**src/rtl/multicycle_control_unit.sv**
```systemverilog
// multicycle_control_unit: multi-cycle FETCH/DECODE/EXEC/MEM/WB control FSM with memory wait and retired counter.
// Optional feature macro CU_ILLEGAL_TRAP_EN: illegal opcodes lock the FSM in TRAP (illegal_op=1) until reset.
module multicycle_control_unit #(
    parameter int INSTR_W = 20,
    parameter int OPC_W   = 4,
    parameter int OPC_LSB = 16,
    parameter int IMM_BIT = 15,
    parameter int CNT_W   = 16
) (
    input  logic               clk,
    input  logic               rst_n,
    input  logic [INSTR_W-1:0] instr,
    input  logic               instr_valid,
    output logic               instr_ready,
    input  logic               mem_ready,
    input  logic               branch_taken,
    output logic               immediate,
    output logic               pcWrite,
    output logic               regWrite,
    output logic               load,
    output logic               memoryRead,
    output logic               memoryWrite,
    output logic               branch,
    output logic               ALUControl,
    output logic               pcMux,
    output logic               store,
    output logic               busy,
`ifdef CU_ILLEGAL_TRAP_EN
    output logic               illegal_op,
`endif
    output logic [CNT_W-1:0]   retired
);
    typedef enum logic [2:0] {
        FETCH, DECODE, EXEC, MEM, WB
`ifdef CU_ILLEGAL_TRAP_EN
        , TRAP
`endif
    } state_t;

    state_t             state, state_n;
    logic [INSTR_W-1:0] ir;
    logic [OPC_W-1:0]   opc;
    logic               is_alu, is_jump, is_load, is_store, is_branch;

    assign opc       = ir[OPC_LSB +: OPC_W];
    assign is_alu    = (opc >= OPC_W'(1)) && (opc <= OPC_W'(4));
    assign is_jump   = opc == OPC_W'(5);
    assign is_load   = opc == OPC_W'(6);
    assign is_store  = opc == OPC_W'(7);
    assign is_branch = opc == OPC_W'(8);
    assign busy      = state != FETCH;
`ifdef CU_ILLEGAL_TRAP_EN
    assign illegal_op = state == TRAP;
`endif

    // State register, instruction latch and retired counter (one count per pcWrite)
    always_ff @(posedge clk) begin
        if (!rst_n) begin
            state   <= FETCH;
            ir      <= '0;
            retired <= '0;
        end else begin
            state <= state_n;
            if (instr_valid && instr_ready) ir <= instr;
            if (pcWrite) retired <= retired + 1'b1;
        end
    end

    // Next-state and datapath strobes from (state, ir); pcMux/pcWrite also see branch_taken/mem_ready
    always_comb begin
        state_n     = state;
        instr_ready = 1'b0;
        immediate   = 1'b0;
        pcWrite     = 1'b0;
        regWrite    = 1'b0;
        load        = 1'b0;
        memoryRead  = 1'b0;
        memoryWrite = 1'b0;
        branch      = 1'b0;
        ALUControl  = 1'b0;
        pcMux       = 1'b0;
        store       = 1'b0;
        case (state)
            FETCH: begin
                instr_ready = 1'b1;
                if (instr_valid) state_n = DECODE;
            end
            DECODE: state_n = EXEC;
            EXEC: begin
                if (is_alu) begin
                    ALUControl = 1'b1;
                    immediate  = ir[IMM_BIT];
                    state_n    = WB;
                end else if (is_jump) begin
                    pcMux   = 1'b1;
                    pcWrite = 1'b1;
                    state_n = FETCH;
                end else if (is_branch) begin
                    branch  = 1'b1;
                    pcWrite = 1'b1;
                    pcMux   = branch_taken;
                    state_n = FETCH;
                end else if (is_load || is_store) begin
                    state_n = MEM;
`ifdef CU_ILLEGAL_TRAP_EN
                end else if (opc >= OPC_W'(9)) begin
                    state_n = TRAP;
`endif
                end else begin
                    pcWrite = 1'b1;
                    state_n = FETCH;
                end
            end
            MEM: begin
                if (is_load) begin
                    memoryRead = 1'b1;
                    load       = 1'b1;
                    if (mem_ready) state_n = WB;
                end else begin
                    memoryWrite = 1'b1;
                    store       = 1'b1;
                    pcWrite     = mem_ready;
                    if (mem_ready) state_n = FETCH;
                end
            end
            WB: begin
                regWrite = 1'b1;
                pcWrite  = 1'b1;
                load     = is_load;
                state_n  = FETCH;
            end
`ifdef CU_ILLEGAL_TRAP_EN
            TRAP: state_n = TRAP;
`endif
            default: state_n = FETCH;
        endcase
    end
endmodule

```
**config.mk**
```make
export PLATFORM = sky130hd
export DESIGN_NAME = multicycle_control_unit
export DESIGN_NICKNAME = d
export VERILOG_FILES = /design/src/rtl/multicycle_control_unit.sv
export SDC_FILE = /design/constraint.sdc
export NUM_CORES = 1
export LEC_CHECK = 0
export CAP_MARGIN = 20
export CORE_AREA = 2 2 57 59
export CTS_BUF_LIST = sky130_fd_sc_hd__clkbuf_4 sky130_fd_sc_hd__clkbuf_8
export CTS_CLUSTER_DIAMETER = 30
export DETAILED_ROUTE_END_ITERATION = 8
export DIE_AREA = 0 0 59 61
export PLACE_DENSITY = 0.8
export SETUP_SLACK_MARGIN = 0.4
export SYNTH_ARGS = -nofsm -noshare
export SYNTH_HDL_FRONTEND = slang
export SYNTH_SLANG_ARGS = --single-unit
```
**constraint.sdc**
```tcl
create_clock -name clk -period 2.3 [get_ports clk]
set_input_delay 0.345 -clock clk [delete_from_list [all_inputs] [get_ports clk]]
set_output_delay 0.345 -clock clk [all_outputs]
set_load 0.03 [all_outputs]
```
==> results.toml <==
[status]
status = "completed"

[setup_path]
cpPeakStageDelay_ns = 0.54
crit_type = "reg2out"
cp.arrival_ns = 1.74
end_kind = "output pin"
path_cells = "or4b_4 -> o32ai_4 -> buf_6 -> nor2_4 -> inv_2 -> buf_6"
worstPathRequired_ns = 1.96
critPathMaxFanout = 3
critPathSlowestCell = "or4b_4"
path_common_cell = "buf_6"
critPathLaunchType = "flip-flop"

[timing]
skew_ns = 0.00161
fin_tns_setup_ns = 0
setup-violations-final = 0
slew_viol_final = 0
rsz0062_at_grt = "yes"
fin_crit_ns = 2.08
fmax_ghz = 0.480
hold_ws_ns = 0.505
hold_viol = 0
min_period_over_period_pct = 90.6
slew_headroom_pct = 62.0
tightest_slew_ns = 0.567

[floorplan]
initial_utilization_pct = 42.8
core_um2 = 2950
die_area_um2 = 3600
io_pins = 53
row_count = 20
dieHeight_um = 61
die_w_um = 59

[synth]
yosysWarningCount = 0
synth_edf_count = 0
synth.distinct_cells = 36
synth.yosys.seq_area_share_pct = 38.0
synth-seq-cells = 24
ys.flop_type = "dfxtp_1"
netlist_top_cells_area = "dfxtp_1 38%, nor2_1 7.4%, xor2_1 5.5%, mux2i_1 4.7%, a21oi_1 3.2%"
yosysTopAreaCell = "dfxtp_1"
yosysMostFrequentCell = "nor2_1"
synth.avg_cell_area_um2 = 8.43
synth.top_cell.area_share_pct = 38.0
post_synth_inst_count = 150
synthTopCellsByCount = "25 x nor2_1, 24 x dfxtp_1, 8 x a21oi_1, 8 x xor2_1, 7 x nand2_1"
ys_async_sr_fraction_pct = 0
synthesis.area_um2 = 1260
syn_nets = 176

[clock_tree]
cts_root_buf = "clkbuf_4"
clk_latency_ns = 0.32
cts_hold_buf = 0
htree_levels = 1
cts.sinks = 24
cts_inserted_buffers = 3
ctsLongestPathBuffers = 2
cts_tree = "done"
path_clk_slew_ns = 0.12

[finish]
fill_cells = 250
antennaDiodeCount = 0
drive_gt1_share_pct = 27.6
fin_nets = 226
area_growth_pct = 46.7
utilization_pct = 62.8

[drt]
dr.pass1.iters = 4
ant_nets = 0
drt_wl_total_um = 3450
drt_iter0_markers = 32
post_drt_wl_per_cell_um = 14.9
post-route-drc-count = 0
vias = 1300
vias_per_cell = 5.60

[pwr]
powerDensity_nw_per_um2 = 430
p_leak_uw = 0.000702
irDropWorstVdd_v = 0.000345

[global_route]
antenna_found_initial = 0
grt_max_degree = 19
grt_usage_pct = 20.1
first_global_vias = 1264
grt_pass1_wl_um = 5550
grt_overflow = 0

[place]
gp_congestion = 0.905
dp_hpwl_um = 2380
io_buffers = 37

[hold_path]
min_path_type = "reg2reg"

[run]
drv_cap = 0
[cells by family (layout without fill, tap and decap cells)]
kind of cell             count (synthesis)  after routing  synth area share, %
AO/OA/AOI/OAI                           31             31                 18.2
XOR/XNOR                                 8              8                 5.54
adder cells (fa/ha/maj)                  1              1                0.989
buffers and inverters                   13             62                 5.04
flip-flops                              24             24                 38.0
multiplexers                             6              6                 4.75
AND/OR/NAND/NOR                         67             67                 27.5
[worst max-delay path, delay by kind of cell, from the launching register on]
family / cells / cell delay [ns]
AND/OR/NAND/NOR: 2 / 0.57
flip-flops: 1 / 0.37
buffers and inverters: 3 / 0.34
AO/OA/AOI/OAI: 1 / 0.14
[flip-flops by register name (all words and copies together) (netlist names)]
signal and flops:
state 3, retired 16, ir 5
[routing by layer]
metal | GRT usage [%] | vias to the layer above | wire length [µm]
li1 | - | 634 | -
met1 | 23.1 | 607 | 1440
met2 | 36.2 | 50 | 1730
met3 | 3.84 | 9 | 215
met4 | 9.09 | 0 | 72
met5 | 0 | - | 0
[through the flow]
step | cell area [µm²] | cells | worst slack (ns) | power (µW)
floorplan | 1290 | 150 | 0.377 | 524
global placement | 1690 | 218 | 0.153 | 565
detailed placement | 1690 | 218 | 0.106 | 570
CTS | 1810 | 229 | 0.180 | 792
global route | 1860 | 232 | 0.152 | 827
finish | 1860 | 232 | 0.216 | 798
[power breakdown]
part | switching [µW] | leakage [µW] | internal, µW
combinational | 74.7 | 0.000484 | 65.0
clock | 123 | 0.0000210 | 96.9
sequential | 12.9 | 0.000197 | 426
total | 210 | 0.000702 | 588
[placed cells by master, fill, tap and decap left out, drive strengths merged]
cell	synthesis	routed
a31oi	1	1
o2111ai	3	3
nor3	3	3
dfxtp	24	24
and2	3	3
clkdlybuf4s15	0	2
o21a	3	3
buf	3	22
nand3b	3	3
and3	2	2
o21ai	6	6
xor2	8	8
o31ai	3	3
nand2b	5	5
a32oi	1	1
o211ai	2	2
inv	6	6
a311oi	1	1
nor2b	1	1
nor2	25	25
or4b	1	1
clkinv	1	1
clkdlybuf4s50	0	24
and4bb	1	1
dlygate4sd2	0	1
mux2i	6	6
dlymetal6s2s	0	1
or3	5	5
nand2	7	7
a21oi	9	9
ha	1	1
o32ai	1	1
nand3	6	6
or4	2	2
o31a	1	1
nor4	3	3
clkbuf	3	5
[path summary, 6_finish.rpt]
path	start	end	slack (ns)	cells after the start
setup / recovery	ir[17]$_SDFFE_PN0P_	pcWrite	0.22	6
hold / removal	retired[15]$_SDFFE_PN0P_	retired[15]$_SDFFE_PN0P_	0.50	2
setup reg to reg	ir[17]$_SDFFE_PN0P_	retired[6]$_SDFFE_PN0P_	0.22	8
hold reg to reg	retired[15]$_SDFFE_PN0P_	retired[15]$_SDFFE_PN0P_	0.50	2
[repair_timing]
| item | 4_1_cts | 5_1_grt |
|---|---|---|
| pin swaps | 8 | 7 |
| buffers inserted | 7 | 3 |
| setup endpoints to repair | 19 | 23 |
| resized for setup | 51 | 27 |
[area by class of cell]
cell class	count	area, µm²	share of cell area [%]
sequential	24	490	26.4
clock buffer	4	36.3	1.96
timing repair buffer	51	472	25.4
multi-input combinational	113	790	42.5
tap	33	41.3	2.23
inverter	7	26.3	1.42
Note: power is estimated with default switching activity, not from simulation.
